$ cat src/rtl/bin_to_bcd_seq_pkg.sv
// Shared definitions for the sequential binary-to-BCD converter:
// FSM state encoding, default operand/digit sizing and counter sizing helper.
package bin_to_bcd_seq_pkg;

    // Default operand width (result of the square/cube/factorial stage)
    localparam int DEF_DATA_W = 13;
    // Default number of BCD digits produced
    localparam int DEF_DIGITS = 4;
    // Width of one BCD digit
    localparam int NIBBLE_W   = 4;

    typedef enum logic [1:0] {
        IDLE = 2'd0,
        CONV = 2'd1,
        DONE = 2'd2
    } state_t;

    // Bits needed to hold the iteration count 0..data_w
    function automatic int cnt_width(input int data_w);
        return $clog2(data_w + 1);
    endfunction

endpackage

$ cat src/rtl/bin_to_bcd_seq_digit_adj.sv
// Combinational double-dabble correction for one BCD digit: a digit of 5 or
// more gets 3 added so that the following left shift carries into the next
// digit exactly when the decimal value reaches 10. The largest input (9)
// becomes 12, so the correction never carries out of the nibble.
module bcd_digit_adj
    import bin_to_bcd_seq_pkg::*;
(
    input  logic [NIBBLE_W-1:0] digit_in,
    output logic [NIBBLE_W-1:0] digit_out
);

    localparam logic [NIBBLE_W-1:0] ADJ_THRESH = NIBBLE_W'(5);
    localparam logic [NIBBLE_W-1:0] ADJ_ADD    = NIBBLE_W'(3);

    // Add 3 to digits at or above 5, pass smaller digits unchanged
    always_comb begin
        digit_out = digit_in;
        if (digit_in >= ADJ_THRESH) begin
            digit_out = digit_in + ADJ_ADD;
        end else begin
            digit_out = digit_in;
        end
    end

endmodule

$ cat src/rtl/bin_to_bcd_seq.sv
// Sequential binary-to-BCD converter using shift-add-3 (double dabble).
// One iteration per clock: DATA_W iterations in CONV, then a one-cycle DONE
// with a done pulse. bcd_out holds the last result until the next DONE entry.
module bin_to_bcd_seq
    import bin_to_bcd_seq_pkg::*;
#(
    parameter int DATA_W = DEF_DATA_W,
    parameter int DIGITS = DEF_DIGITS
) (
    input  logic                       clk,
    input  logic                       rst_n,
    input  logic                       start,
    input  logic [DATA_W-1:0]          bin_in,
    output logic                       busy,
    output logic                       done,
    output logic [NIBBLE_W*DIGITS-1:0] bcd_out
);

    localparam int BCD_W = NIBBLE_W * DIGITS;
    localparam int CNT_W = cnt_width(DATA_W);

    localparam logic [CNT_W-1:0] CNT_LOAD = CNT_W'(DATA_W);
    localparam logic [CNT_W-1:0] CNT_ONE  = CNT_W'(1);
    localparam logic [CNT_W-1:0] CNT_ZERO = CNT_W'(0);

    state_t             state_r;
    state_t             next_state_s;
    logic [DATA_W-1:0]  bin_r;
    logic [BCD_W-1:0]   scratch_r;
    logic [CNT_W-1:0]   cnt_r;
    logic [BCD_W-1:0]   bcd_r;
    logic               busy_r;
    logic               done_r;

    logic [BCD_W-1:0]   adj_s;
    logic [BCD_W-1:0]   scratch_nxt_s;
    logic [DATA_W-1:0]  bin_nxt_s;
    logic               last_iter_s;

    // One correction cell per scratch digit
    for (genvar g = 0; g < DIGITS; g++) begin : g_adj
        bcd_digit_adj u_adj (
            .digit_in  (scratch_r[g*NIBBLE_W +: NIBBLE_W]),
            .digit_out (adj_s[g*NIBBLE_W +: NIBBLE_W])
        );
    end

    // Shift the corrected digits and the operand left together by one bit;
    // the bit shifted out of the top digit is always zero for in-range inputs
    always_comb begin
        {scratch_nxt_s, bin_nxt_s} = {adj_s, bin_r} << 1;
    end

    // The iteration running while the counter reads one is the final one
    always_comb begin
        last_iter_s = 1'b0;
        if (cnt_r == CNT_ONE) begin
            last_iter_s = 1'b1;
        end else begin
            last_iter_s = 1'b0;
        end
    end

    // State register
    always_ff @(posedge clk or negedge rst_n) begin
        if (!rst_n) begin
            state_r <= IDLE;
        end else begin
            state_r <= next_state_s;
        end
    end

    // Next-state logic: start only matters in IDLE, DONE always returns to IDLE
    always_comb begin
        next_state_s = state_r;
        case (state_r)
            IDLE: begin
                if (start) begin
                    next_state_s = CONV;
                end else begin
                    next_state_s = IDLE;
                end
            end
            CONV: begin
                if (last_iter_s) begin
                    next_state_s = DONE;
                end else begin
                    next_state_s = CONV;
                end
            end
            DONE: begin
                next_state_s = IDLE;
            end
            default: begin
                next_state_s = IDLE;
            end
        endcase
    end

    // Datapath: load on accept, iterate in CONV, publish the result on the last iteration
    always_ff @(posedge clk or negedge rst_n) begin
        if (!rst_n) begin
            bin_r     <= '0;
            scratch_r <= '0;
            cnt_r     <= CNT_ZERO;
            bcd_r     <= '0;
        end else begin
            case (state_r)
                IDLE: begin
                    if (start) begin
                        bin_r     <= bin_in;
                        scratch_r <= '0;
                        cnt_r     <= CNT_LOAD;
                    end
                end
                CONV: begin
                    bin_r     <= bin_nxt_s;
                    scratch_r <= scratch_nxt_s;
                    cnt_r     <= cnt_r - CNT_ONE;
                    if (last_iter_s) begin
                        bcd_r <= scratch_nxt_s;
                    end
                end
                default: begin
                    bin_r     <= bin_r;
                    scratch_r <= scratch_r;
                    cnt_r     <= cnt_r;
                end
            endcase
        end
    end

    // Status flags registered from the next state so they track the state exactly
    always_ff @(posedge clk or negedge rst_n) begin
        if (!rst_n) begin
            busy_r <= 1'b0;
            done_r <= 1'b0;
        end else begin
            busy_r <= (next_state_s == CONV);
            done_r <= (next_state_s == DONE);
        end
    end

    assign busy    = busy_r;
    assign done    = done_r;
    assign bcd_out = bcd_r;

endmodule

$ cat config.mk
export PLATFORM = sky130hd
export DESIGN_NAME = bin_to_bcd_seq
export DESIGN_NICKNAME = d
export VERILOG_FILES = /design/src/rtl/bin_to_bcd_seq_pkg.sv /design/src/rtl/bin_to_bcd_seq_digit_adj.sv /design/src/rtl/bin_to_bcd_seq.sv
export SDC_FILE = /design/constraint.sdc
export NUM_CORES = 1
export LEC_CHECK = 0
export ABC_AREA = 1
export ABC_CLOCK_PERIOD_IN_PS = 1550
export CAP_MARGIN = 20
export CELL_PAD_IN_SITES_DETAIL_PLACEMENT = 0
export CELL_PAD_IN_SITES_GLOBAL_PLACEMENT = 1
export CORE_AREA = 2 2 85 87
export DETAILED_ROUTE_END_ITERATION = 16
export DIE_AREA = 0 0 87 89
export PLACE_DENSITY_LB_ADDON = 0.1
export SLEW_MARGIN = 20
export SYNTH_ARGS = -nofsm -noshare
export SYNTH_HDL_FRONTEND = slang
export SYNTH_SLANG_ARGS = --single-unit
$ cat constraint.sdc
create_clock -name clk -period 1.55 [get_ports clk]
set_input_delay 0.31 -clock clk [delete_from_list [all_inputs] [get_ports clk]]
set_output_delay 0.31 -clock clk [all_outputs]
set_load 0.02 [all_outputs]
==> impl_metrics.ini, run 1 <==
[run_status]
status = complete, no violations

[detailed_routing]
drt-initial-drc-count = 97
dr.pass1.iters = 4
vias_per_cell = 4.77
postRouteAntennaNets = 0
num_vias = 2162
wl_per_cell_um = 12.1
drc_errors = 0
wirelength_um = 5500

[final_layout]
drive_gt1_share_pct = 6.97
diodes = 0
area_growth_syn_to_layout_pct = 20.0
multiInputGateArea_um2 = 1120
num-fill-cells = 702
regArea_um2 = 1330
fin_nets = 399

[grt]
grtUsageMet3_pct = 3.42
grt_max_degree = 37
antenna_found_initial = 0
grt_first_pass_wirelength_um = 9870
grt_overflow = 0
grt_use_total_pct = 16.2
met2_usage_pct = 27.6
busiest_layer = met2
met1_usage_pct = 21.4
first_global_vias = 2150

[logic_synthesis]
synth_edf_count = 0
yosys.area.top_type_share_pct = 50.4
yosys_warnings = 0
ys_types = 19
synth.avg_cell_area_um2 = 7.92
ys_ff_latch = 53
post-synth-top-area-cell = dfrtp_1
synth_area_leaders = dfrtp_1 (50%), nand2_1 (22%), nand3_1 (6.7%), ha_1 (4.8%), inv_1 (3.4%)
synth_area_um2 = 2630
async_flop_share_pct = 100
postSynthCellCount = 332
synth_nets = 358
ys_seq_area_share_pct = 50.4
synth_top_flop_cell = dfrtp_1
synth.most_common_cell = nand2_1
synth_common_cells = nand2_1 (157), dfrtp_1 (53), nand3_1 (35)

[power_and_ir_drop]
ir_worst_vdd_v = 0.000652
netSwitchingFraction_pct = 44.8
p_int_mw = 3.58
combPwrFrac_pct = 50.6
seqPwrFrac_pct = 37.1
p_leak_nw = 1.71
p_clk_share_pct = 12.2
pwr_density_cell_nw_per_um2 = 2050
p_sw_mw = 2.90

[clocking]
cts_buffer_depth = 2
cts_made_buffers = 5
cts_tree = built
path_clk_slew_ps = 90
post-cts-setup-buffers = 0
clockRootBuffer = clkbuf_8
worstSkewPairLatency_ps = 300
htree_levels = 2
clock-sinks = 53

[timing]
max_freq_mhz = 739
maxSlewViolCount = 0
setup_viol = 0
hold_slack_ps = 346
rsz0062_at_grt = false
fin_crit_ps = 1350
hold_viol_final = 0
fin_skew_ps = 3.04
tns_ps = 0
worstMarginPinSlew_ps = 332
relSlewSlack_pct = 77.6
fin_crit_sh_pct = 87.3

[die]
start_util_pct = 39.1
dieArea_um2 = 7740
row_count = 30
core-area_um2 = 6720
die_h_um = 89
fp.dieW_um = 87
io_pins = 34

[placement]
port_buffers = 33
hpwl_um = 3840
place.gp.congestion = 0.828

[critical_path]
reg2reg_setup_slack_ps = 200
reg2regPathDepth = 8
required_ps = 1750
r2r-start = scratch_r[0]$_DFFE_PN0P_
crit_arrival_ps = 1550
reg2reg_to = scratch_r[1]$_DFFE_PN0P_
crit_path_end = scratch_r[1]$_DFFE_PN0P_
cp-end-kind = register
path_max_fanout = 4
crit_type = reg2reg
critPathLaunchType = register
startpoint = scratch_r[0]$_DFFE_PN0P_

[job]
drv_cap = 0

[min_path]
hold_path_class = in2async
==> sequential cells by signal, indices dropped and copies added (netlist names) <==
register and flops:
bcd_out 16, bin_r 13, busy 1, cnt_r 4, done 1, scratch_r 16
state_r 2
==> area by class of cell <==
cell class                      count  area share [%]
Multi-Input combinational cell    240            35.4
Clock buffer                        7            2.74
Tap cell                           80            3.17
Sequential cell                    53            42.0
Timing Repair Buffer               45            13.3
Inverter                           28            3.33
==> power by group through the flow <==
stage                     Clock, mW  Sequential [mW]  Combinational, mW
after floorplan                   0             2.62               2.19
after global placement            0             2.43               3.45
after detailed placement          0             2.44               3.48
after CTS                     0.825             2.41               3.34
after global routing          0.888             2.49               3.83
final                         0.793             2.41               3.28
==> layout by cell type, fill, tap and decap left out <==
master | synthesis | routed
nand2_2 | 1 | 1
nor2_4 | 1 | 1
o22ai_1 | 3 | 3
nand2_1 | 157 | 157
nand3_2 | 1 | 1
buf_4 | 3 | 9
nor3_1 | 1 | 1
nor2_8 | 1 | 1
dlygate4sd3_1 | 0 | 1
nor2_1 | 5 | 5
buf_12 | 0 | 2
clkbuf_1 | 0 | 1
ha_1 | 10 | 10
nand3_1 | 35 | 35
clkbuf_8 | 0 | 6
a21boi_0 | 1 | 1
inv_2 | 4 | 4
buf_2 | 5 | 1
clkdlybuf4s50_1 | 0 | 14
inv_1 | 24 | 24
o21ai_0 | 16 | 16
dlygate4sd2_1 | 0 | 18
nand4_1 | 8 | 8
dfrtp_1 | 53 | 53
==> logic make-up (layout without fill, tap and decap cells) <==
family          Yosys count  in the layout  share of synthesized area [%]
fa+ha+maj                10             10                           4.76
flops                    53             53                           50.4
simple gates            210            210                           33.7
buf+inv                  39             80                           7.09
compound gates           20             20                           4.04
==> through the flow <==
step	utilization (%)	setup slack, ps	power [mW]	instances	cell area (um2)
after floorplan	-	257	4.80	332	2630
after global placement	45.9	117	5.88	445	3080
after detailed placement	45.9	119	5.92	445	3080
after CTS	47.0	170	6.58	453	3160
after global routing	47.0	28.1	7.21	453	3160
final	47.0	197	6.48	453	3160
==> timing repair <==
item	4_1_cts	5_1_grt
resized for setup	18	0
hold buffers	1	0
endpoints found under the setup margin	18	0
hold endpoints to repair	3	0
==> how the worst min path moves through the flow <==
| stage | endpoint | cells after the start | slack, ps | startpoint |
|---|---|---|---|---|
| 2_1_floorplan | bcd_out[0]$_DFFE_PN0P_ | 0 | 10 | rst_n |
| 3_3_place_gp | bcd_out[2]$_DFFE_PN0P_ | 1 | 140 | rst_n |
| 3_5_place_dp | bcd_out[2]$_DFFE_PN0P_ | 1 | 140 | rst_n |
| 4_1_cts | bcd_out[2]$_DFFE_PN0P_ | 2 | 340 | rst_n |
| 5_1_grt | bcd_out[2]$_DFFE_PN0P_ | 2 | 350 | rst_n |
| 6_report | bcd_out[2]$_DFFE_PN0P_ | 2 | 350 | rst_n |
==> routing by layer <==
| metal | wire length [um] | share of wire, % |
|---|---|---|
| met2 | 2510 | 46 |
| met4 | 56 | 1.0 |
| met3 | 162 | 2.9 |
| met1 | 2770 | 50 |
| met5 | 0 | 0 |
==> critical path, cell delays in order, from the launching register on <==
cell and delay [ps]:
dfrtp_1 410, inv_1 100, ha_1 220, inv_1 70
nand2_1 80, nand3_1 140, nand2_1 80, nand3_1 80
nand2_1 60
Power figures use the tool's default switching activity.
==> run 2, diff against run 1 <==
--- a/config.mk
+++ b/config.mk
@@ -5,14 +5,14 @@
 export SDC_FILE = /design/constraint.sdc
 export NUM_CORES = 1
 export LEC_CHECK = 0
-export ABC_AREA = 1
 export ABC_CLOCK_PERIOD_IN_PS = 1550
 export CAP_MARGIN = 20
 export CELL_PAD_IN_SITES_DETAIL_PLACEMENT = 0
 export CELL_PAD_IN_SITES_GLOBAL_PLACEMENT = 1
-export CORE_AREA = 2 2 85 87
+export CORE_AREA = 2 2 78 80
+export CTS_BUF_LIST = sky130_fd_sc_hd__clkbuf_4
 export DETAILED_ROUTE_END_ITERATION = 16
-export DIE_AREA = 0 0 87 89
+export DIE_AREA = 0 0 80 82
 export PLACE_DENSITY_LB_ADDON = 0.1
 export SLEW_MARGIN = 20
 export SYNTH_ARGS = -nofsm -noshare
==> run 2 against run 1 <==
Core utilization rose by 8.6 points. First-iteration DRC count decreased by 16%. Sequential power is 2% higher. Clock skew rose by 6.8 ps. Sequential share of layout area down 0.51 points. Combinational power up 4%. Area after synthesis decreased by 7.6%. Critical path type unchanged. Critical endpoint is now bcd_out[0]$_DFFE_PN0P_. Largest power group unchanged.
==> impl_metrics.ini, run 2 <==
[final_layout]
num-fill-cells = 555
multiInputGateArea_um2 = 1120
regArea_um2 = 1330
area_growth_syn_to_layout_pct = 31.5
final_cells = 375
fin_nets = 325
final_cell_mix = dfrtp_1 (53), nand2_1 (50), buf_4 (28)
drive_gt1_share_pct = 24.0
layout_commonest_cell = dfrtp_1
diodes = 0

[logic_synthesis]
ys_seq_area_share_pct = 54.6
synth_common_cells = dfrtp_1 (53), nand2_1 (50), o21ai_0 (30)
postSynthCellCount = 238
synth_nets = 264
post-synth-top-area-cell = dfrtp_1
yosys_warnings = 0
synth_area_leaders = dfrtp_1 (55%), nand2_1 (7.7%), o21ai_0 (6.2%), ha_1 (5.1%), a22oi_1 (3.7%)
async_flop_share_pct = 100
ys_types = 30
synth_top_flop_cell = dfrtp_1
ys_ff_latch = 53
synth_area_um2 = 2430
synth.most_common_cell = dfrtp_1
synth.avg_cell_area_um2 = 10.2
synth_edf_count = 0
yosys.area.top_type_share_pct = 54.6

[timing]
max_freq_mhz = 670
setup_viol = 0
maxSlewViolCount = 0
fin_crit_ps = 1490
hold_viol_final = 0
tns_ps = 0
worstMarginPinSlew_ps = 406
fin_crit_sh_pct = 96.3
relSlewSlack_pct = 72.8
rsz0062_at_grt = true
fin_skew_ps = 9.86
finalWorstSetupSlack_ps = 57.0
hold_slack_ps = 448

[placement]
hpwl_um = 3330
port_buffers = 33
dp.cells = 356
place.gp.congestion = 0.805
dp_slack_ps = -292

[clocking]
clock-sinks = 53
cts_made_buffers = 5
htree_levels = 2
cts_tree = built
path_clk_slew_ps = 140
cts_buffer_depth = 2
worstSkewPairLatency_ps = 360
clockRootBuffer = clkbuf_4

[power_and_ir_drop]
p_leak_nw = 1.51
ir_worst_vdd_v = 0.000952
p_total_mw = 6.44
pwr_density_cell_nw_per_um2 = 2020

[critical_path]
required_ps = 1810
crit_type = reg2reg
path_cells = inv_2 > ha_1 > nor3b_4 > nand2_2 > buf_8 > mux2_4
path_max_fanout = 9
critPathLaunchType = register
crit_slowest_cell = dfrtp_1
crit_arrival_ps = 1750
max_stage_delay_ps = 430
cp-end-kind = register

[die]
io_pins = 34
fp.dieW_um = 80
start_util_pct = 42.3
dieArea_um2 = 6560
core-area_um2 = 5750
die_h_um = 82
row_count = 28

[run_status]
status = complete, no violations

[min_path]
hold_path_class = in2async

[detailed_routing]
drc_errors = 0
dr.pass1.iters = 5
vias_per_cell = 4.98
wirelength_um = 5240
num_vias = 1866
wl_per_cell_um = 14.0
drt-initial-drc-count = 81
postRouteAntennaNets = 0

[grt]
grt_overflow = 0
grt_max_degree = 54
grt_first_pass_wirelength_um = 8550
grt_use_total_pct = 17.0
first_global_vias = 1771
antenna_found_initial = 0

[job]
drv_cap = 0
-- run 2: power by group --
group	total (mW)	switching (mW)	internal [mW]
Combinational	3.40	1.75	1.65
Clock	0.584	0.419	0.166
Sequential	2.46	0.472	1.99
Total	6.44	2.64	3.80
-- run 2: final cells by class --
type	instances	share of cell area (%)
flip-flops and latches	53	41.5
multi-input cells	163	35.0
well taps	75	2.94
repair buffers	64	17.5
clock inverters	3	0.392
clock buffers	5	1.18
inverters	12	1.49
-- run 2: final timing paths --
path	from	endpoint	slack [ps]	cells past startpoint
max	cnt_r[1]$_DFFE_PN0P_	bcd_out[0]$_DFFE_PN0P_	60	6
min	rst_n	scratch_r[10]$_DFFE_PN0P_	450	3
max reg2reg	cnt_r[1]$_DFFE_PN0P_	bcd_out[0]$_DFFE_PN0P_	60	6
min reg2reg	bcd_out[10]$_DFFE_PN0P_	bcd_out[10]$_DFFE_PN0P_	490	2
max in group asynchronous	rst_n	cnt_r[0]$_DFFE_PN0P_	860	3
min in group clk	bcd_out[10]$_DFFE_PN0P_	bcd_out[10]$_DFFE_PN0P_	490	2
-- run 2: cell families after synthesis --
group,after synthesis,synth area share (%)
buffers and inverters,23,4.17
DFF,53,54.6
adders and majority gates,10,5.15
AOI/OAI and AO/OA,68,16.4
and+or+nand+nor,73,14.8
xor gates and xnor gates,4,1.44
muxes,7,3.40
-- run 2: worst max-delay path: cells and delay by family (launching register included) --
family                   cells  cell delay, ps
buffers and inverters        2             230
multiplexers                 1             290
flip-flops                   1             430
adder cells (fa/ha/maj)      1             130
AND/OR/NAND/NOR              2             320
-- run 2: per-stage QoR --
step | util [%] | instance area, um2
after floorplan | - | 2430
after global placement | 51.6 | 2970
after detailed placement | 51.6 | 2970
after CTS | 52.8 | 3030
after global routing | 55.6 | 3190
final | 55.6 | 3190
-- run 2: what timing repair did --
action	in CTS	in global routing
endpoints found under the hold margin	53	0
pin swaps	3	5
endpoints found under the setup margin	29	32
hold buffers	1	0
gates cloned	1	0
setup buffers	1	8
gates resized for setup	23	32
-- run 2: routing by layer --
metal	vias to the layer above	track usage (%)	wire, um
li1	945	-	-
met1	878	24.1	2450
met2	32	26.8	2510
met3	11	3.08	181
met4	0	5.08	102
met5	-	0	0
